$ cat src/rtl/demod_pkg.sv
// Shared Q16.16 constants and FSM encoding for the demodulation
// multiply-accumulate scheduler.
package demod_pkg;

  localparam int Q_WIDTH = 32;

  localparam logic [Q_WIDTH-1:0] REF_POS_DEFAULT = 32'h0001_0000;
  localparam logic [Q_WIDTH-1:0] REF_NEG_DEFAULT = 32'hFFFF_0000;

  typedef enum logic [1:0] {
    ST_IDLE   = 2'd0,
    ST_ACCUM  = 2'd1,
    ST_DECIDE = 2'd2,
    ST_DONE   = 2'd3
  } state_t;

endpackage

$ cat src/rtl/demod_mac_q16.sv
// Combinational Q16.16 multiply-accumulate: acc + ((sample * ref) >>> 16),
// wrapping modulo 2^32.
module demod_mac_q16
  import demod_pkg::*;
(
  input  logic [Q_WIDTH-1:0] acc,
  input  logic [Q_WIDTH-1:0] sample,
  input  logic [Q_WIDTH-1:0] ref_val,
  output logic [Q_WIDTH-1:0] acc_next
);

  logic signed [2*Q_WIDTH-1:0] sample_ext;
  logic signed [2*Q_WIDTH-1:0] ref_ext;
  logic signed [2*Q_WIDTH-1:0] product;

  // Both operands are sign-extended to 64 bits, so the low 64 bits of the
  // product are the exact signed product.
  assign sample_ext = {{Q_WIDTH{sample[Q_WIDTH-1]}}, sample};
  assign ref_ext    = {{Q_WIDTH{ref_val[Q_WIDTH-1]}}, ref_val};
  assign product    = sample_ext * ref_ext;

  assign acc_next = acc + Q_WIDTH'(product >>> 16);

endmodule

$ cat src/rtl/demod_mac_scheduler.sv
// Accumulates NSEG Q16.16 segments against an alternating +/-1.0 reference
// and publishes the signed sum plus a sign decision once per symbol.
module demod_mac_scheduler
  import demod_pkg::*;
#(
  parameter int                 NSEG    = 10,
  parameter logic [Q_WIDTH-1:0] REF_POS = REF_POS_DEFAULT,
  parameter logic [Q_WIDTH-1:0] REF_NEG = REF_NEG_DEFAULT
) (
  input  logic               clk,
  input  logic               reset,
  input  logic               start,
  input  logic [Q_WIDTH-1:0] seg_data,
  input  logic               seg_valid,
  output logic               seg_ready,
  output logic [3:0]         seg_idx,
  output logic               busy,
  output logic [Q_WIDTH-1:0] acc_out,
  output logic               bit_out,
  output logic               done
);

  localparam logic [3:0] LAST_IDX = 4'(NSEG - 1);

  state_t             state;
  logic [Q_WIDTH-1:0] acc;
  logic [Q_WIDTH-1:0] acc_next;
  logic [Q_WIDTH-1:0] ref_sel;
  logic               decision;
  logic               accept;
  logic               last_seg;

  assign seg_ready = (state == ST_ACCUM);
  assign busy      = (state != ST_IDLE);
  assign accept    = seg_valid && seg_ready;
  assign last_seg  = (seg_idx == LAST_IDX);
  assign ref_sel   = seg_idx[0] ? REF_NEG : REF_POS;

  demod_mac_q16 u_mac (
    .acc      (acc),
    .sample   (seg_data),
    .ref_val  (ref_sel),
    .acc_next (acc_next)
  );

  // DECIDE latches the sign decision; DONE publishes sum, decision and the
  // done pulse together so consumers see a coherent result.
  always_ff @(posedge clk or negedge reset) begin
    if (!reset) begin
      state    <= ST_IDLE;
      acc      <= '0;
      seg_idx  <= '0;
      acc_out  <= '0;
      bit_out  <= 1'b0;
      decision <= 1'b0;
      done     <= 1'b0;
    end else begin
      done <= 1'b0;
      case (state)
        ST_IDLE: begin
          if (start) begin
            acc     <= '0;
            seg_idx <= '0;
            state   <= ST_ACCUM;
          end
        end
        ST_ACCUM: begin
          if (accept) begin
            acc <= acc_next;
            if (last_seg) begin
              state <= ST_DECIDE;
            end else begin
              seg_idx <= seg_idx + 4'd1;
            end
          end
        end
        ST_DECIDE: begin
          decision <= ($signed(acc) > 32'sd0);
          state    <= ST_DONE;
        end
        ST_DONE: begin
          acc_out <= acc;
          bit_out <= decision;
          done    <= 1'b1;
          state   <= ST_IDLE;
        end
        default: state <= ST_IDLE;
      endcase
    end
  end

endmodule

$ cat config.mk
export PLATFORM = sky130hd
export DESIGN_NAME = demod_mac_scheduler
export DESIGN_NICKNAME = d
export VERILOG_FILES = /design/src/rtl/demod_pkg.sv /design/src/rtl/demod_mac_q16.sv /design/src/rtl/demod_mac_scheduler.sv
export SDC_FILE = /design/constraint.sdc
export NUM_CORES = 1
export LEC_CHECK = 0
export CORE_UTILIZATION = 28
export DETAILED_ROUTE_END_ITERATION = 10
export PLACE_DENSITY = 0.52
export REMOVE_ABC_BUFFERS = 1
export SYNTH_ARGS = -nofsm -noshare
export SYNTH_HDL_FRONTEND = slang
export SYNTH_SLANG_ARGS = --single-unit
$ cat constraint.sdc
create_clock -name clk -period 13.43 [get_ports clk]
set_input_delay 2.686 -clock clk [delete_from_list [all_inputs] [get_ports clk]]
set_output_delay 2.686 -clock clk [all_outputs]
set_load 0.02 [all_outputs]
==> results by group <==
Yosys
  • Library cell with the highest instance count after synthesis: sky130_fd_sc_hd__inv_1
  • Cell type with the largest total area after synthesis: sky130_fd_sc_hd__fa_1
  • Unique masters post-synth: 59
  • Top cell type's share of synthesized area: 31.62%
  • Per-instance average area after synthesis: 9.795 µm²
  • Largest cells by area after synthesis: sky130_fd_sc_hd__fa_1, sky130_fd_sc_hd__ha_1, sky130_fd_sc_hd__dfrtp_1
  • Most instantiated flip-flop cell in the synthesis netlist: sky130_fd_sc_hd__dfrtp_1
  • Total number of yosys warnings: 0
  • Fraction of registers with async set or reset after synthesis: 100.0%
  • Seq/Total Area, Yosys: 13.24%
  • Post-synth EDFFs: 0
  • Area of the mapped netlist: 13800 µm²
  • Mapped Cells: 1409
  • Most instantiated cells after synthesis: sky130_fd_sc_hd__inv_1, sky130_fd_sc_hd__fa_1, sky130_fd_sc_hd__ha_1, sky130_fd_sc_hd__nand2_1, sky130_fd_sc_hd__dfrtp_1
  • #FFs+latches synth: between 70 and 80

Layout
  • Antenna diode count: 0
  • Number of non-filler instances in the completed layout: 2131
  • Layout cell share with drive strength beyond 1: 4.542%
  • Area overhead of the layout relative to synthesis: 12.91%
  • Fillers: 4991
  • Nets: 1940

Clock tree
  • Root buffer cell: sky130_fd_sc_hd__clkbuf_16
  • H-tree depth: 3
  • Count of buffers added by post-CTS timing repair for setup: 0
  • Count of instances resized after the clock tree is built: 0
  • Cts hold-fix bufs: 0
  • Clock-pin slew reported for the worst setup and hold paths after clock tree synthesis: 0.06 ns
  • Clock tree from TritonCTS: built
  • Clk_lat worst skew: about 0.35 ns
  • Number of sinks driven by the clock tree: 73
  • Worst-case clock buffer depth: 2
  • Cts bufs inserted: 9

Job
  • Maximum capacitance violations: 0

Placed design
  • Worst Setup Slack post-DPL: 1.662 ns
  • Final Wtd Congestion: 0.8760
  • Port Buffers: between 70 and 80
  • Number of cells in the design after placement: roughly 2100
  • Final HPWL from detailed placement: 28940 µm

Timing
  • Slack of the critical path: ~2.0 ns
  • Final number of hold-violating endpoints: 0
  • Number of pins with negative max-slew slack in the final report: 0
  • Worst-margin pin slew: 0.9928 ns
  • Max Clock Freq: 0.08748 GHz
  • Unrepaired setup endpoints after global routing: false
  • Max-Slew Margin vs Limit: 33.81%
  • # setup viols final: 0
  • Total negative slack for setup checks: 0 ns
  • Final min period: 11.43 ns
  • Fin crit share: 85.12%
  • Setup skew after layout: 0.009342 ns

Setup path
  • Data arrival time of the critical path: 11.70 ns
  • Critical R2R Capture: acc[28]
  • Worst-case register-to-register setup slack: 3.98 ns
  • Slowest stage delay, CP: 0.63 ns
  • Crit Reg-Reg Startpoint: seg_idx[0]
  • Slowest CP cell: sky130_fd_sc_hd__clkdlybuf4s50_1
  • Type of origin of the critical path: input port
  • Kind of critical path: in -> reg
  • Worst setup EP type: register
  • Data required time of the worst path: 13.70 ns
  • Critical path fanouts, max: 10
  • Reg2reg path depth: 34

GRT
  • First-pass GRT wire length: 55630 µm
  • Global routing met1 resource utilization: about a fifth
  • Met3 routing resource usage after global routing: between 1.5 and 2%
  • Met2 GRT Util: 22.01%
  • Remaining Overflow, GRT: 0
  • Antenna violations before repair: 0
  • Number of global-route vias before repair: 10180
  • Global-route usage over all layers: 14.06%
  • Global routing's busiest layer: met2
  • Largest net degree at the start of global routing: 74

Hold path
  • Source of the worst hold timing path: decision
  • WHS Endpoint: bit_out
  • Hold WC Path Type: reg -> reg
  • Worst hold path depth: 1

Floorplanning
  • Starting density of the core: 28.66%
  • Width of the die: 224.0 µm
  • DIE AREA: 50180 µm²
  • Total number of placement rows: 80
  • Floorplan core area: 48150 µm²
  • IO Count: 76
  • Height of the die: 224.0 µm

Route
  • DRC violations left: 0
  • Final wirelength: around 33000 µm
  • Number of detailed-route iterations in the first pass: 5
  • Antenna-violating nets left: 0
  • Detail-routed net length per standard cell: 15.51 µm
  • Via count normalized by instance count: roughly 4.4
  • Iter 0 DRT Violations: 352
  • Overall via count from detail_route: about 9400

Outcome
  • Result of the run: finished clean
flip-flops by register name, indices dropped and copies added (netlist names):
signal,count
bit_out,1
decision,1
acc_out,32
done,1
seg_idx,4
state,2
acc,32
cell type report:
class	instances	area [µm²]	area share [%]
tap	656	820.8	5.267
sequential	73	1828	11.73
inverter	331	1242	7.973
multi-input combinational	979	10630	68.24
clock buffer	9	225.2	1.445
timing repair buffer	77	763.2	4.898
clock inverter	6	68.82	0.4416
layout by cell type (no fill, tap or decap), types with 27 or more instances in the layout:
master / instances
sky130_fd_sc_hd__fa_1: 218
sky130_fd_sc_hd__a21oi_1: 45
sky130_fd_sc_hd__nor2_1: 57
sky130_fd_sc_hd__mux2_2: 34
sky130_fd_sc_hd__a21o_1: 27
sky130_fd_sc_hd__inv_1: 330
sky130_fd_sc_hd__dfrtp_1: 72
sky130_fd_sc_hd__nand2_1: 78
sky130_fd_sc_hd__ha_1: 215
sky130_fd_sc_hd__o21ai_0: 51
sky130_fd_sc_hd__xnor2_1: 48
sky130_fd_sc_hd__clkdlybuf4s50_1: 74
sky130_fd_sc_hd__xor2_1: 38
logic make-up (layout without fill, tap and decap cells):
family | count (synthesis) | count (layout) | share of synthesized area, %
AOI/OAI and AO/OA | 200 | 200 | 9.755
xor gates and xnor gates | 88 | 88 | 5.739
adders and majority gates | 435 | 435 | 51.26
DFF | 73 | 73 | 13.24
muxes | 35 | 35 | 2.847
and+or+nand+nor | 221 | 221 | 7.452
buffers and inverters | 357 | 423 | 9.710
routing by layer:
| layer | routed length, µm | vias to the layer above |
|---|---|---|
| li1 | - | 4612 |
| met1 | 16630 | 4664 |
| met2 | 15180 | 130 |
| met3 | 955 | 20 |
| met4 | 301 | 0 |
| met5 | 0 | - |
critical path: cells and delay by family:
kind                     cells  cell delay [ns]
AO/OA/AOI/OAI                9             2.09
XOR/XNOR                     3             0.73
adder cells (fa/ha/maj)     10             4.23
buffers and inverters        6             0.98
AND/OR/NAND/NOR              6             0.98
per-stage QoR:
stage	cell area [µm²]	hold slack, ns	utilization [%]
after detailed placement	15290	0.4954	31.75
after global placement	15290	0.4922	31.75
after global routing	15580	0.5213	32.36
after CTS	15580	0.5034	32.36
final	15580	0.5001	32.36
after floorplan	13700	0.4749	-
how the worst max path moves through the flow:
stage	from	end	slack (ns)	depth (start not counted)
2_1_floorplan	seg_data[11]	acc[28]	2.94	33
3_3_place_gp	seg_data[1]	acc[28]	1.82	35
3_5_place_dp	seg_data[7]	acc[28]	1.66	34
4_1_cts	seg_data[7]	acc[28]	1.99	34
5_1_grt	seg_data[7]	acc[28]	1.47	34
6_report	seg_data[7]	acc[28]	2.00	34
Power is not shown: default switching activity piles up to over one toggle a cycle in this logic, so the estimate is an artifact.
